### src/rtl/line_fetch.sv
// Drains a 1-cycle-latency pixel FIFO and emits one frame as a gap-free burst
// of LINES_PER_FRAME x LINE_BEATS beats, preceded by a one-cycle rd_en lead pulse.
module line_fetch #(
  parameter int DATA_WIDTH      = 128,
  parameter int LINE_BEATS      = 48,
  parameter int LINES_PER_FRAME = 1081,
  parameter int PRELOAD_BEATS   = 48,
  parameter int MIN_GAP         = 4,
  parameter int COUNT_W         = 10
) (
  input  logic                  clk,
  input  logic                  rst_n,
  input  logic                  frame_start,
  output logic                  fifo_rd_en,
  input  logic [DATA_WIDTH-1:0] fifo_dout,
  input  logic                  fifo_empty,
  input  logic [COUNT_W-1:0]    fifo_rd_count,
  output logic                  rd_en,
  output logic                  pix_valid,
  output logic [DATA_WIDTH-1:0] pix_data,
  output logic                  busy,
  output logic                  frame_done,
  output logic                  underrun,
  input  logic                  underrun_clr
);

  localparam int BEAT_W = (LINE_BEATS > 1) ? $clog2(LINE_BEATS) : 1;
  localparam int LINE_W = $clog2(LINES_PER_FRAME);
  localparam int AUX_W  = $clog2(MIN_GAP);

  localparam logic [BEAT_W-1:0]  BEAT_MAX = BEAT_W'(LINE_BEATS - 1);
  localparam logic [LINE_W-1:0]  LINE_MAX = LINE_W'(LINES_PER_FRAME - 1);
  localparam logic [AUX_W-1:0]   GAP_MAX  = AUX_W'(MIN_GAP - 1);
  localparam logic [AUX_W-1:0]   DRAIN_MAX = AUX_W'(1);
  localparam logic [COUNT_W:0]   PRELOAD  = (COUNT_W + 1)'(PRELOAD_BEATS);

  typedef enum logic [2:0] {
    IDLE,
    WAIT_FILL,
    BURST,
    DRAIN,
    GAP
  } state_t;

  state_t              state, state_next;
  logic [BEAT_W-1:0]   beat_cnt;
  logic [LINE_W-1:0]   line_cnt;
  logic [AUX_W-1:0]    aux_cnt;
  logic                pending;
  logic                burst_first, burst_last;
  logic                issue_d1, taken_d1, last_d1;

  always_comb begin
    state_next  = state;
    fifo_rd_en  = 1'b0;
    burst_first = (state == BURST) && (beat_cnt == '0) && (line_cnt == '0);
    burst_last  = (state == BURST) && (beat_cnt == BEAT_MAX) && (line_cnt == LINE_MAX);
    case (state)
      IDLE:      if (frame_start) state_next = WAIT_FILL;
      WAIT_FILL: if ({1'b0, fifo_rd_count} >= PRELOAD) state_next = BURST;
      BURST: begin
        fifo_rd_en = !fifo_empty;
        if (burst_last) state_next = DRAIN;
      end
      DRAIN:     if (aux_cnt == DRAIN_MAX) state_next = GAP;
      GAP:       if (aux_cnt == GAP_MAX) state_next = pending ? WAIT_FILL : IDLE;
      default:   state_next = IDLE;
    endcase
  end

  always_ff @(posedge clk or negedge rst_n) begin
    if (!rst_n) begin
      state <= IDLE;
      busy  <= 1'b0;
    end else begin
      state <= state_next;
      busy  <= (state_next != IDLE);
    end
  end

  // aux_cnt times both DRAIN and GAP; it restarts on every state change.
  always_ff @(posedge clk or negedge rst_n) begin
    if (!rst_n) begin
      beat_cnt <= '0;
      line_cnt <= '0;
      aux_cnt  <= '0;
      pending  <= 1'b0;
    end else begin
      if (state == BURST) begin
        if (beat_cnt == BEAT_MAX) begin
          beat_cnt <= '0;
          line_cnt <= (line_cnt == LINE_MAX) ? '0 : line_cnt + LINE_W'(1);
        end else begin
          beat_cnt <= beat_cnt + BEAT_W'(1);
        end
      end else begin
        beat_cnt <= '0;
        line_cnt <= '0;
      end

      if (state_next != state)
        aux_cnt <= '0;
      else if (state == DRAIN || state == GAP)
        aux_cnt <= aux_cnt + AUX_W'(1);

      if (state_next == WAIT_FILL && state != WAIT_FILL)
        pending <= 1'b0;
      else if (frame_start && state != IDLE)
        pending <= 1'b1;
    end
  end

  // Two-stage output pipeline: stage 1 waits for the FIFO read latency,
  // stage 2 registers the beat; taken_d1 substitutes zero for skipped reads.
  always_ff @(posedge clk or negedge rst_n) begin
    if (!rst_n) begin
      issue_d1   <= 1'b0;
      taken_d1   <= 1'b0;
      last_d1    <= 1'b0;
      rd_en      <= 1'b0;
      pix_valid  <= 1'b0;
      pix_data   <= '0;
      frame_done <= 1'b0;
      underrun   <= 1'b0;
    end else begin
      issue_d1   <= (state == BURST);
      taken_d1   <= fifo_rd_en;
      last_d1    <= burst_last;
      rd_en      <= burst_first;
      pix_valid  <= issue_d1;
      pix_data   <= (issue_d1 && taken_d1) ? fifo_dout : '0;
      frame_done <= last_d1;
      if (issue_d1 && !taken_d1)
        underrun <= 1'b1;
      else if (underrun_clr)
        underrun <= 1'b0;
    end
  end

endmodule
### config.mk
export PLATFORM = sky130hd
export DESIGN_NAME = line_fetch
export DESIGN_NICKNAME = d
export VERILOG_FILES = /design/src/rtl/line_fetch.sv
export SDC_FILE = /design/constraint.sdc
export NUM_CORES = 1
export LEC_CHECK = 0
export CAP_MARGIN = 40
export CORE_UTILIZATION = 30
export DETAILED_ROUTE_END_ITERATION = 6
export PLACE_DENSITY = 0.59
export SYNTH_ARGS = -nofsm -noshare
export SYNTH_HDL_FRONTEND = slang
export SYNTH_SLANG_ARGS = --single-unit
### constraint.sdc
create_clock -name clk -period 2.6 [get_ports clk]
set_input_delay 0.52 -clock clk [delete_from_list [all_inputs] [get_ports clk]]
set_output_delay 0.52 -clock clk [all_outputs]
set_load 0.05 [all_outputs]
== Word-level counts from Yosys, hierarchy flattened ==
Cells that the tools add are included.
Widths: inputs -> output; s select.

* Reductions and logical operators: 19
* Equal/unequal tests: 12
* Muxes and demuxes: 20
* Order comparisons: 1
* Add/subtract/negate cells: 3

{| class="wikitable"
|+ Operators with widths
! cell !! number
|-
| $mux 128 || 1
|-
| $mux 11 || 3
|-
| $mux 3 || 5
|-
| $pmux 3 s5 || 1
|-
| $mux 6 || 2
|-
| $add 11x1->11 const B || 1
|-
| $eq 11x11->1 const B || 1
|-
| $logic_not 11->1 || 1
|-
| $ge 10x6->1 const B || 1
|-
| $logic_and 1x1->1 || 8
|-
| $add 6x1->6 const B || 1
|-
| $eq 3x1->1 const B || 2
|-
| $eq 3x2->1 const B || 2
|-
| $eq 6x6->1 const B || 1
|-
| $logic_not 6->1 || 1
|-
| $mux 1 || 6
|-
| $reduce_bool 2->1 || 3
|-
| $reduce_bool 3->1 || 2
|-
| $mux 2 || 2
|-
| $eq 3x3->1 const B || 1
|-
| $logic_not 3->1 || 1
|-
| $ne 3x1->1 const B || 1
|-
| $ne 3x3->1 || 1
|-
| $add 2x1->2 const B || 1
|-
| 5 further kinds || 6
|}

* Register bits: 159
* Output and inout port bits: 134
* Bits of input ports: 143
* Logic and storage cells: 69

== Logic depth before layout (Yosys ltp) ==
* Depth after elaboration: 8
* Depth in mapped cells: 8
* Gate-level depth less buffers: 6

== Worst setup path after synthesis ==
OpenSTA, ideal clock, no wires.

* Path kind: register -> output
* Start: register state[2]
* End: output fifo_rd_en
* Data arrival time: 1612 ps
* Path buffers: 1
* Setup slack: 468 ps
* Data required time: 2080 ps
* Cell stages (with the launch flop): 4
* Path through: dfrtp_1 > or3b_1 > buf_2 > nor2_1

* Word-level cells in the longest chain between the ends: 2

{| class="wikitable"
|+ Ends and longest elaborated chain
! element !! RTL line !! RTL
|-
| from (decl) || 45 || <nowiki>state_t state, state_next;</nowiki>
|-
| from (signal assigned) || 76 || <nowiki>state <= state_next;</nowiki>
|-
| $eq 3x2->1 || 58 || <nowiki>case (state)</nowiki>
|-
| $mux 1 || 58 ||
|-
| to (decl) || 14 || <nowiki>output logic fifo_rd_en,</nowiki>
|}

No other way between the ends.

== Worst setup path in the final report ==
* Start: register state[1]
* End: output fifo_rd_en

Same word-level chain as after synthesis.

==> flow_summary.yaml <==
min_path:
  hold_path_class: "in -> async"
power:
  vdd_drop_max_v: 0.000586
  p_leak_nw: 4.58
  p_per_area_nw_per_um2: 929
sta:
  max_slew_margin_pct: 55.9
  period_share_pct: 92.9
  worstMarginPinSlew_ps: 662
  maxSlewViolCount: 0
  min_period_ps: 2410
  rsz0062_at_grt: "false"
  setup_viol: 0
  setup-tns-final_ps: 0
  hold_viol_final: 0
  fmax_mhz: 414
  skew_ps: 14.4
finish:
  fill_cells: 1652
  antenna_cells: 0
  regArea_um2: 3980
  multi_input_area_um2: 1550
  syn2layout_area_growth_pct: 62.6
  drive_gt1_share_pct: 6.40
  fin_cells: 953
  finalNetCount: 856
synthesis:
  yosysWarnings: 0
  yosys_most_used_dff: "dfrtp_1"
  syn_area_um2: 5710
  synthCells: 444
  synth.distinct_cells: 47
  synth_seq_area_share_pct: 69.7
  synth_edf_count: 0
  synth-async-reset-ratio_pct: 100
  synth_fp_nets: 593
  synth_seq_cells: 159
  avgSynthCellArea_um2: 12.9
die:
  die_area_um2: 19600
  io-pin-count: 277
  rows: 50
  core_area_um2: 18700
  initial_utilization_pct: 30.5
  die_h_um: 140
  die_w_um: 140
grt:
  antenna_found_initial: 0
  grt_overflow: 0
  grt_pass1_vias: 4487
  grt_pass1_wl_um: 25500
  track_usage_pct: 17.1
  grt_max_degree: 87
place:
  dp.cells: 922
  gp_congestion: 0.814
  port_buffers: 272
  hpwl_um: 11500
clocking:
  cts_tree: "built"
  clk_latency_ps: 420
  post_cts_buffers: 0
  cts_buffer_depth: 2
  hold_buffers: 0
  cts_resized: 0
  cts_sinks: 159
  clk_pin_slew_ps: 70
  cts-root-buf: "clkbuf_16"
  cts_max_level: 4
  cts_buffers: 17
routing:
  routedWlPerCell_um: 16.9
  drt-initial-drc-count: 233
  post-route-drc-count: 0
  finalWirelength_um: 16100
  vias_per_cell: 4.67
  dr.pass1.iters: 5
  ant_nets: 0
  vias: 4454
outcome:
  status: "finished clean"
worst_setup_path:
  worst_setup_path_start_kind: "flop"
  critical_path_arrival_ps: 1890
  critical_path_class: "reg -> out"
  cp_max_fo: 9
  reg2regPathDepth: 5
  crit_start: "state[1]"
  r2r_start: "state[1]"
  crit_required_ps: 2080
  worstSetupEndpointType: "output port"
run:
  max-cap-violations: 0
-- metrics by stage --
step	utilization (%)	total power, mW	setup WS [ps]	hold slack [ps]	cell area [um2]
finish	49.6	8.62	186	22.8	9280
global route	49.6	9.05	59.8	30.8	9280
CTS	49.6	8.74	158	27.6	9280
detailed placement	46.4	6.13	546	347	8670
global placement	46.4	6.09	564	353	8670
floorplan	-	4.93	468	224	5710
-- Yosys cell counts, types with 3 or more instances --
cell type	instances	share of area [%]
a22o_1	4	0.61
a21oi_1	4	0.35
o21a_1	3	0.39
ha_1	6	1.3
and3_1	130	14
dfrtp_1	159	70
a211oi_1	4	0.53
inv_1	11	0.72
or3_1	3	0.33
nor4_1	3	0.33
nor3_1	7	0.61
a21o_1	3	0.39
o21ai_0	4	0.35
nand3_1	5	0.44
clkbuf_1	32	2.1
xor2_1	4	0.61
nor2_1	15	0.99
nand2_1	12	0.79
-- path summary, 6_finish.rpt --
kind / endpoint / slack [ps]
setup / recovery: fifo_rd_en / 190
hold / removal: line_cnt[9] / 20
setup reg to reg: line_cnt[8] / 530
hold reg to reg: frame_done / 370
max in group asynchronous: pix_data[64] / 1840
min in group clk: frame_done / 370
-- registers in the layout, summed over array words and instances (netlist names) --
name and count:
pix_valid 1, beat_cnt 6, pending 1, frame_done 1, busy 1, state 3, aux_cnt 2, pix_data 128
taken_d1 1, underrun 1, issue_d1 1, line_cnt 11, last_d1 1, rd_en 1
-- logic make-up after synthesis --
kind of cell | Yosys count | synth area share [%]
fa+ha+maj | 6 | 1.32
mux | 3 | 0.570
flops | 159 | 69.7
simple gates | 190 | 19.9
compound gates | 34 | 4.45
buf+inv | 46 | 3.11
xor+xnor | 6 | 0.921
-- layer usage --
metal  global-route usage (%)  vias up  part of all wire [%]
li1                         -     2070                     -
met1                     20.7     2196                    40
met2                     29.7      177                    52
met3                     5.16       11                   6.7
met4                     3.99        0                  0.84
met5                        0        -                     0
-- cell type report --
| class | instances | share of cell area (%) |
|---|---|---|
| flip-flops and latches | 159 | 42.9 |
| repair buffers | 278 | 30.2 |
| multi-input cells | 239 | 16.7 |
| clock buffers | 17 | 4.58 |
| well taps | 234 | 3.16 |
| clock inverters | 14 | 1.94 |
| inverters | 12 | 0.485 |
-- worst max-delay path, cell delays in order, from the launching register on --
cell	delay [ps]
dfrtp_1	470
or3b_1	550
nor2_1	280
buf_12	180
-- cell usage in the layout (no fill, tap or decap), drive strengths merged, types with 2 or more instances in the layout --
master	count
clkdlybuf4s50	270
dfrtp	159
and3	130
inv	18
clkbuf	17
nor2	15
nand2	12
nor3	8
buf	8
ha	6
nand3	5
o21ai	5
xor2	4
a21oi	4
a22o	4
a211oi	4
clkinvlp	4
or3	4
a21o	3
nor4	3
o21a	3
bufinv	3
o311ai	3
nand4	2
nor2b	2
xnor2	2
nor4b	2
a211o	2
mux2	2
-- power breakdown --
group / total [mW] / internal (mW) / leakage, nW / switching, mW
clock network: 2.57 / 1.53 / 0.285 / 1.04
registers: 3.04 / 2.84 / 2.17 / 0.203
logic: 3.01 / 1.04 / 2.12 / 1.98
total: 8.62 / 5.40 / 4.58 / 3.22
No activity file was read; power rests on OpenSTA's default activity.
